[config.mk]
export PLATFORM = sky130hd
export DESIGN_NAME = fft_mag_packer_flat
export DESIGN_NICKNAME = d
export VERILOG_FILES = /design/src/rtl/fft_mag_packer_pkg.sv /design/src/rtl/fft_mag_packer_if.sv /design/src/rtl/fft_abs_mag.sv /design/src/rtl/fft_mag_packer.sv /design/src/flat_wrapper.sv
export SDC_FILE = /design/constraint.sdc
export NUM_CORES = 1
export LEC_CHECK = 0
export ABC_CLOCK_PERIOD_IN_PS = 5500
export BUFFER_PORTS_ARGS = -buffer_cell sky130_fd_sc_hd__buf_2
export CAP_MARGIN = 15
export CORE_MARGIN = 4
export CORE_UTILIZATION = 25
export CTS_CLUSTER_SIZE = 24
export DETAILED_ROUTE_END_ITERATION = 10
export GPL_TIMING_DRIVEN = 1
export SLEW_MARGIN = 20
export SYNTH_ARGS = -nofsm -noshare
export SYNTH_HDL_FRONTEND = slang
export SYNTH_SLANG_ARGS = --single-unit
[constraint.sdc]
create_clock -name clk -period 5.5 [get_ports clk]
set_input_delay 0.55 -clock clk [delete_from_list [all_inputs] [get_ports clk]]
set_output_delay 0.55 -clock clk [all_outputs]
set_load 0.03 [all_outputs]
[src/rtl/fft_mag_packer_pkg.sv]
// Shared definitions for the FFT magnitude packer: frame FSM encoding,
// output saturation limit and the default frame length.
package fft_mag_packer_pkg;

  typedef enum logic [1:0] {
    ST_IDLE = 2'd0,
    ST_PASS = 2'd1,
    ST_DROP = 2'd2
  } frame_state_e;

  localparam int unsigned MAG_SAT          = 255;
  localparam int          FFT_LEN_LOG2_DEF = 10;

  // Clamp a non-negative magnitude to one byte.
  function automatic logic [7:0] sat_u8(input logic [31:0] v);
    return (v > MAG_SAT) ? 8'(MAG_SAT) : v[7:0];
  endfunction

endpackage

[src/rtl/fft_mag_packer_if.sv]
// FFT output stream plus FIFO write port of the magnitude packer.
// master = environment (FFT source and FIFO), slave = the packer.
interface fft_mag_packer_if #(
  parameter int DIN_WIDTH = 16
) ();

  logic                        s_valid;
  logic signed [DIN_WIDTH-1:0] s_re;
  logic signed [DIN_WIDTH-1:0] s_im;
  logic                        s_last;
  logic [7:0]                  wr_data;
  logic                        wr_en;
  logic                        full;
  logic                        almost_full;

  modport master (
    output s_valid, s_re, s_im, s_last, full, almost_full,
    input  wr_data, wr_en
  );

  modport slave (
    input  s_valid, s_re, s_im, s_last, full, almost_full,
    output wr_data, wr_en
  );

endinterface

[src/rtl/fft_abs_mag.sv]
// Stages 1-2 of the packer: |re|, |im| then alpha-max-beta-min (max + min/2).
// Valid, last and bin index ride alongside the data.
module fft_abs_mag
  import fft_mag_packer_pkg::*;
#(
  parameter int DIN_WIDTH = 16,
  parameter int BIN_W     = FFT_LEN_LOG2_DEF
) (
  input  logic                        clk,
  input  logic                        rst_n,
  input  logic                        i_valid,
  input  logic                        i_last,
  input  logic [BIN_W-1:0]            i_bin,
  input  logic signed [DIN_WIDTH-1:0] i_re,
  input  logic signed [DIN_WIDTH-1:0] i_im,
  output logic                        o_valid,
  output logic                        o_last,
  output logic [BIN_W-1:0]            o_bin,
  output logic [DIN_WIDTH+1:0]        o_sum
);

  localparam int ABS_W = DIN_WIDTH + 1;
  localparam int SUM_W = DIN_WIDTH + 2;

  logic [ABS_W-1:0] w_re_ext, w_im_ext, w_abs_re, w_abs_im;
  logic [ABS_W-1:0] w_max, w_min;
  logic [SUM_W-1:0] w_sum;

  logic             r_s1_valid, r_s1_last;
  logic [BIN_W-1:0] r_s1_bin;
  logic [ABS_W-1:0] r_abs_re, r_abs_im;
  logic             r_s2_valid, r_s2_last;
  logic [BIN_W-1:0] r_s2_bin;
  logic [SUM_W-1:0] r_s2_sum;

  // One extra bit so the most negative input negates without wrapping.
  assign w_re_ext = {i_re[DIN_WIDTH-1], i_re};
  assign w_im_ext = {i_im[DIN_WIDTH-1], i_im};
  assign w_abs_re = w_re_ext[ABS_W-1] ? ((~w_re_ext) + ABS_W'(1)) : w_re_ext;
  assign w_abs_im = w_im_ext[ABS_W-1] ? ((~w_im_ext) + ABS_W'(1)) : w_im_ext;

  assign w_max = (r_abs_re >= r_abs_im) ? r_abs_re : r_abs_im;
  assign w_min = (r_abs_re >= r_abs_im) ? r_abs_im : r_abs_re;
  assign w_sum = SUM_W'(w_max) + SUM_W'(w_min >> 1);

  // NOTE: non-blocking assignments let each stage capture the previous stage's pre-edge value.
  always_ff @(posedge clk or negedge rst_n) begin
    if (!rst_n) begin
      r_s1_valid <= 1'b0;
      r_s1_last  <= 1'b0;
      r_s1_bin   <= '0;
      r_abs_re   <= '0;
      r_abs_im   <= '0;
      r_s2_valid <= 1'b0;
      r_s2_last  <= 1'b0;
      r_s2_bin   <= '0;
      r_s2_sum   <= '0;
    end else begin
      r_s1_valid <= i_valid;
      r_s1_last  <= i_last & i_valid;
      r_s1_bin   <= i_bin;
      r_abs_re   <= w_abs_re;
      r_abs_im   <= w_abs_im;
      r_s2_valid <= r_s1_valid;
      r_s2_last  <= r_s1_last;
      r_s2_bin   <= r_s1_bin;
      r_s2_sum   <= w_sum;
    end
  end

  assign o_valid = r_s2_valid;
  assign o_last  = r_s2_last;
  assign o_bin   = r_s2_bin;
  assign o_sum   = r_s2_sum;

endmodule

[src/rtl/fft_mag_packer.sv]
// Packs lower-half FFT bin magnitudes into bytes for a FIFO, dropping whole
// frames when the FIFO cannot keep up and flagging frame-length errors.
module fft_mag_packer
  import fft_mag_packer_pkg::*;
#(
  parameter int DIN_WIDTH    = 16,
  parameter int FFT_LEN_LOG2 = FFT_LEN_LOG2_DEF,
  parameter int MAG_SHIFT    = 2
) (
  input  logic                   clk,
  input  logic                   rst_n,
  input  logic                   en,
  fft_mag_packer_if.slave        bus,
  output logic                   frame_done,
  output logic                   overflow,
  output logic [15:0]            drop_cnt,
  output logic                   sync_err
);

  localparam int                BIN_W   = FFT_LEN_LOG2;
  localparam int                SUM_W   = DIN_WIDTH + 2;
  localparam logic [BIN_W-1:0]  BIN_MAX = '1;

  logic [BIN_W-1:0] r_bin_cnt;
  logic             r_sync_err;

  logic             w_s2_valid, w_s2_last;
  logic [BIN_W-1:0] w_s2_bin;
  logic [SUM_W-1:0] w_s2_sum;

  logic             r_s3_valid, r_s3_last;
  logic [BIN_W-1:0] r_s3_bin;
  logic [7:0]       r_s3_mag;
  frame_state_e     r_state;
  logic             r_frame_done, r_overflow;
  logic [15:0]      r_drop_cnt;

  frame_state_e     w_state_eff, w_state_nxt;
  logic             w_s3_bin0, w_af_drop, w_eligible, w_write, w_full_drop, w_done;

  // A short frame (s_last before the top bin) realigns the counter to bin 0.
  always_ff @(posedge clk or negedge rst_n) begin
    if (!rst_n) begin
      r_bin_cnt  <= '0;
      r_sync_err <= 1'b0;
    end else if (bus.s_valid) begin
      if (bus.s_last || r_bin_cnt == BIN_MAX) r_bin_cnt <= '0;
      else                                    r_bin_cnt <= r_bin_cnt + BIN_W'(1);
      if (bus.s_last && r_bin_cnt != BIN_MAX) r_sync_err <= 1'b1;
    end
  end

  fft_abs_mag #(
    .DIN_WIDTH (DIN_WIDTH),
    .BIN_W     (BIN_W)
  ) u_abs_mag (
    .clk     (clk),
    .rst_n   (rst_n),
    .i_valid (bus.s_valid),
    .i_last  (bus.s_last),
    .i_bin   (r_bin_cnt),
    .i_re    (bus.s_re),
    .i_im    (bus.s_im),
    .o_valid (w_s2_valid),
    .o_last  (w_s2_last),
    .o_bin   (w_s2_bin),
    .o_sum   (w_s2_sum)
  );

  assign w_s3_bin0 = r_s3_valid && (r_s3_bin == '0);

  // NOTE: every always_comb output gets a default first, so no latch is inferred.
  always_comb begin
    w_state_eff = r_state;
    w_af_drop   = 1'b0;
    if (w_s3_bin0) begin
      if (!en) begin
        w_state_eff = ST_IDLE;
      end else if (bus.almost_full) begin
        w_state_eff = ST_DROP;
        w_af_drop   = 1'b1;
      end else begin
        w_state_eff = ST_PASS;
      end
    end
    w_eligible  = r_s3_valid && (w_state_eff == ST_PASS) && !r_s3_bin[BIN_W-1];
    // Live full qualifies the strobe so a write never lands on a full FIFO.
    w_write     = w_eligible && !bus.full;
    w_full_drop = w_eligible && bus.full;
    w_done      = r_s3_valid && r_s3_last && (w_state_eff == ST_PASS) && !w_full_drop;
    if (w_full_drop)  w_state_nxt = ST_DROP;
    else if (w_done)  w_state_nxt = ST_IDLE;
    else              w_state_nxt = w_state_eff;
  end

  always_ff @(posedge clk or negedge rst_n) begin
    if (!rst_n) begin
      r_s3_valid   <= 1'b0;
      r_s3_last    <= 1'b0;
      r_s3_bin     <= '0;
      r_s3_mag     <= '0;
      r_state      <= ST_IDLE;
      r_frame_done <= 1'b0;
      r_overflow   <= 1'b0;
      r_drop_cnt   <= '0;
    end else begin
      r_s3_valid   <= w_s2_valid;
      r_s3_last    <= w_s2_last;
      r_s3_bin     <= w_s2_bin;
      r_s3_mag     <= sat_u8(32'(w_s2_sum >> MAG_SHIFT));
      r_state      <= w_state_nxt;
      r_frame_done <= w_done;
      r_overflow   <= w_af_drop | w_full_drop;
      if ((w_af_drop || w_full_drop) && r_drop_cnt != 16'hFFFF)
        r_drop_cnt <= r_drop_cnt + 16'd1;
    end
  end

  assign bus.wr_en   = w_write;
  assign bus.wr_data = r_s3_mag;
  assign frame_done  = r_frame_done;
  assign overflow    = r_overflow;
  assign drop_cnt    = r_drop_cnt;
  assign sync_err    = r_sync_err;

endmodule

[src/flat_wrapper.sv]
// flat-port wrapper written by rule: the top's interface ports become plain ports
module fft_mag_packer_flat import fft_mag_packer_pkg::*;
#(
  parameter int DIN_WIDTH    = 16,
  parameter int FFT_LEN_LOG2 = FFT_LEN_LOG2_DEF,
  parameter int MAG_SHIFT    = 2
)
  (clk, rst_n, en, frame_done, overflow, drop_cnt, sync_err, bus_s_valid, bus_s_re, bus_s_im, bus_s_last, bus_full, bus_almost_full, bus_wr_data, bus_wr_en);
  fft_mag_packer_if #(.DIN_WIDTH(DIN_WIDTH)) bus_i ();
  input  logic clk;
  input  logic rst_n;
  input  logic en;
  output logic frame_done;
  output logic overflow;
  output logic [15:0] drop_cnt;
  output logic sync_err;
  input wire logic [$bits(bus_i.s_valid)-1:0] bus_s_valid;
  input wire logic [$bits(bus_i.s_re)-1:0] bus_s_re;
  input wire logic [$bits(bus_i.s_im)-1:0] bus_s_im;
  input wire logic [$bits(bus_i.s_last)-1:0] bus_s_last;
  input wire logic [$bits(bus_i.full)-1:0] bus_full;
  input wire logic [$bits(bus_i.almost_full)-1:0] bus_almost_full;
  output wire logic [$bits(bus_i.wr_data)-1:0] bus_wr_data;
  output wire logic [$bits(bus_i.wr_en)-1:0] bus_wr_en;
  assign bus_i.s_valid = bus_s_valid;
  assign bus_i.s_re = bus_s_re;
  assign bus_i.s_im = bus_s_im;
  assign bus_i.s_last = bus_s_last;
  assign bus_i.full = bus_full;
  assign bus_i.almost_full = bus_almost_full;
  assign bus_wr_data = bus_i.wr_data;
  assign bus_wr_en = bus_i.wr_en;
  fft_mag_packer #(.DIN_WIDTH(DIN_WIDTH), .FFT_LEN_LOG2(FFT_LEN_LOG2), .MAG_SHIFT(MAG_SHIFT)) u_core (.clk(clk), .rst_n(rst_n), .en(en), .bus(bus_i), .frame_done(frame_done), .overflow(overflow), .drop_cnt(drop_cnt), .sync_err(sync_err));
endmodule
==> results.json <==
{
  "outcome": "completed",
  "hold_class": "in2async",
  "design_area_mm2": 0.007278,
  "setup.worst_path.start_class": "flop",
  "grt_pass1_wl_um": 20240,
  "leakage_nw": 3.314,
  "std_cell_rows": 56,
  "hold_buffers": 0,
  "core_area_mm2": 0.02347,
  "clkTransAtPathRegs_ns": 0.06,
  "syn_inst": 578,
  "fin_crit_ns": 4.206,
  "final_common_cell": "dfrtp_1",
  "ff2ff_setup_slack_ns": 1.29,
  "place_area_mm2": 0.006701,
  "drv_cap": 0,
  "end_kind": "flop",
  "hold_violations": 0,
  "fp.dieArea_mm2": 0.02645,
  "areaGrowthSynthToFinish_pct": 21.77,
  "synth_edf_count": 0,
  "synth_cell_types": 51,
  "final_cell_mix": "125 x dfrtp_1, 68 x nand2_1, 65 x buf_2",
  "syn_avg_cell_area_um2": 10.34,
  "p_total_mw": 2.808,
  "dpl.hpwl_um": 8966,
  "rr_startpoint": "u_core.u_abs_mag.r_abs_re[15]",
  "final_layout_size_suffix_gt1_share_pct": 17.73,
  "crit_end": "u_core.u_abs_mag.o_sum[16]",
  "worstSkewPairLatency_ns": 0.42,
  "cpPeakStageDelay_ns": 0.53,
  "grtUsageTotal_pct": 9.540,
  "grt_max_degree": 73,
  "overflow": 0,
  "initial_core_util_pct": 25.46,
  "wirelength_um": 12020,
  "cp_slowest_cell": "a221oi_1",
  "dr.pass1.iters": 5,
  "finalSetupViolCount": 0,
  "max_freq_mhz": 237.7,
  "antenna_found_initial": 0,
  "fin_hold_ws_ns": 0.2422,
  "synthArstFlopShare_pct": 100.0,
  "port_buffers": 66,
  "crit_chain": "ha_1 > a21oi_1 > nand2_1 > a221oi_1 > and2_1 > buf_4 > o21ai_0 > ha_1 > a2111oi_0 > o21ai_1 > o21ai_0 > o21ai_1 > a2111oi_4 > nor2_2 > o41ai_2 > xor2_1",
  "cp.arrival_ns": 4.54,
  "post-cts-setup-buffers": 0,
  "cts-root-buf": "clkbuf_16",
  "numCtsBuffers": 17,
  "reg2reg_to": "u_core.u_abs_mag.o_sum[16]",
  "ios": 67,
  "viasPerCell": 4.339,
  "slew_violations": 0,
  "drc": 0,
  "required_ns": 5.83,
  "cts_tree": "done",
  "die_y_um": 162.6,
  "diodes": 0,
  "die_w_um": 162.6,
  "drtAntennaViolNets": 0,
  "synth_seq_cells": 125,
  "powerDensity_mw_per_mm2": 385.8,
  "gp_congestion": 0.8048,
  "min_period_over_period_pct": 76.48,
  "worst_slew_pin_slew_ns": 0.8928,
  "vias": 4296,
  "ys.flop_type": "dfrtp_1",
  "cpLargestDelayFamily": "compound AO/OA/AOI/OAI gates",
  "ys_warn_count": 0,
  "max_slew_margin_pct": 40.48,
  "synthesis.area_mm2": 0.005977,
  "layout.nets": 733,
  "critPathBufInv": 1,
  "crit_type": "reg2reg",
  "ir_drop_v": 0.0001619,
  "cts_resized": 0,
  "skew_ns": 0.01295,
  "drt_iter0_markers": 224,
  "grt_setup_unrepaired": "no",
  "ys_seq_area_share_pct": 52.33,
  "worstPathMaxFanout": 16,
  "cp_num_cells": 16,
  "final_core_util_pct": 31.01,
  "htreeDepth": 4,
  "wl_per_cell_um": 12.14,
  "crit_start": "u_core.u_abs_mag.r_abs_re[15]",
  "ff2ff_path_depth": 16,
  "grt_pass1_vias": 4194,
  "cts_sinks": 125,
  "cts_max_path_buffers": 2,
  "finalSetupTns_ns": 0
}
per-stage QoR:
step | cells | setup slack (ns)
3_5_place_dp | 958 | 1.342
6_report | 990 | 1.294
2_1_floorplan | 579 | 1.536
4_1_cts | 990 | 1.303
3_3_place_gp | 958 | 1.364
5_1_grt | 990 | 0.8681
metal layers:
| layer | share of wire, % | track usage, % | vias to the layer above |
|---|---|---|---|
| li1 | - | - | 2173 |
| met1 | 50 | 12.90 | 2033 |
| met2 | 44 | 14.70 | 73 |
| met3 | 4.4 | 2.404 | 17 |
| met4 | 1.6 | 3.812 | 0 |
| met5 | 0 | 0 | - |
logic make-up after synthesis:
| kind of cell | Yosys count | share of synthesized area [%] |
|---|---|---|
| adder cells (fa/ha/maj) | 36 | 7.536 |
| multiplexers | 2 | 0.3559 |
| flip-flops | 125 | 52.33 |
| other | 1 | 0.06274 |
| buffers and inverters | 43 | 2.826 |
| AND/OR/NAND/NOR | 203 | 16.66 |
| XOR/XNOR | 55 | 8.060 |
| AO/OA/AOI/OAI | 113 | 12.16 |
where the power goes:
group | leakage (nW) | total (mW) | internal, mW | switching (mW)
combinational | 1.47 | 0.632 | 0.259 | 0.373
clock | 0.281 | 1.09 | 0.638 | 0.449
sequential | 1.56 | 1.09 | 1.03 | 0.0545
cell type report:
| type | instances | area, um2 |
|---|---|---|
| clock buffer | 18 | 429.2 |
| fill | 2387 | 16190 |
| tap | 319 | 399.1 |
| timing repair buffer | 71 | 370.4 |
| inverter | 32 | 120.1 |
| clock inverter | 14 | 147.6 |
| multi-input combinational | 411 | 2684 |
| sequential | 125 | 3128 |
how the worst min path moves through the flow:
stage | startpoint | endpoint | slack (ns) | cells after the start
2_1_floorplan | rst_n | u_core.bus.wr_data[0] | 0.25 | 0
3_3_place_gp | u_core.u_abs_mag.o_bin[2] | u_core.r_s3_bin[2] | 0.33 | 0
3_5_place_dp | u_core.u_abs_mag.o_bin[9] | u_core.r_s3_bin[9] | 0.33 | 0
4_1_cts | bus_s_re[0] | u_core.u_abs_mag.r_abs_re[0] | 0.26 | 1
5_1_grt | bus_s_im[0] | u_core.u_abs_mag.r_abs_im[0] | 0.27 | 1
6_report | rst_n | u_core.drop_cnt[10] | 0.24 | 1
cells in the mapped netlist, types with 2 or more instances:
library cell | instances | share of area (%)
a211oi_1 | 2 | 0.25
a21o_1 | 2 | 0.25
a21oi_1 | 18 | 1.5
a221oi_1 | 2 | 0.29
a22o_1 | 3 | 0.44
and2_1 | 3 | 0.31
and3_1 | 11 | 1.2
and4_1 | 4 | 0.59
clkbuf_1 | 10 | 0.63
dfrtp_1 | 125 | 52
ha_1 | 36 | 7.5
inv_1 | 32 | 2.0
nand2_1 | 68 | 4.3
nand2b_1 | 8 | 0.84
nand3_1 | 20 | 1.7
nand4_1 | 6 | 0.63
nor2_1 | 35 | 2.2
nor2b_1 | 6 | 0.63
nor3_1 | 13 | 1.1
nor4_1 | 7 | 0.73
nor4bb_1 | 2 | 0.33
o211ai_1 | 3 | 0.38
o21a_1 | 2 | 0.25
o21ai_0 | 49 | 4.1
o21ai_1 | 4 | 0.33
o21bai_1 | 3 | 0.38
o31ai_1 | 9 | 1.1
o41ai_1 | 5 | 0.73
o41ai_2 | 2 | 0.54
or2_2 | 12 | 1.3
or3_1 | 3 | 0.31
xnor2_1 | 46 | 6.7
xor2_1 | 9 | 1.3
sequential cells by signal, indices dropped and copies added (netlist names), 2 cells and up:
name and flops:
u_core.r_state 2, u_core.u_abs_mag.r_s1_bin 10, u_core.u_abs_mag.r_abs_im 17, u_core.r_bin_cnt 10, u_core.u_abs_mag.r_abs_re 17, u_core.u_abs_mag.o_bin 10
u_core.r_s3_bin 10, u_core.drop_cnt 16, u_core.u_abs_mag.o_sum 16, u_core.bus.wr_data 8
Note: power is estimated with default switching activity, not from simulation.
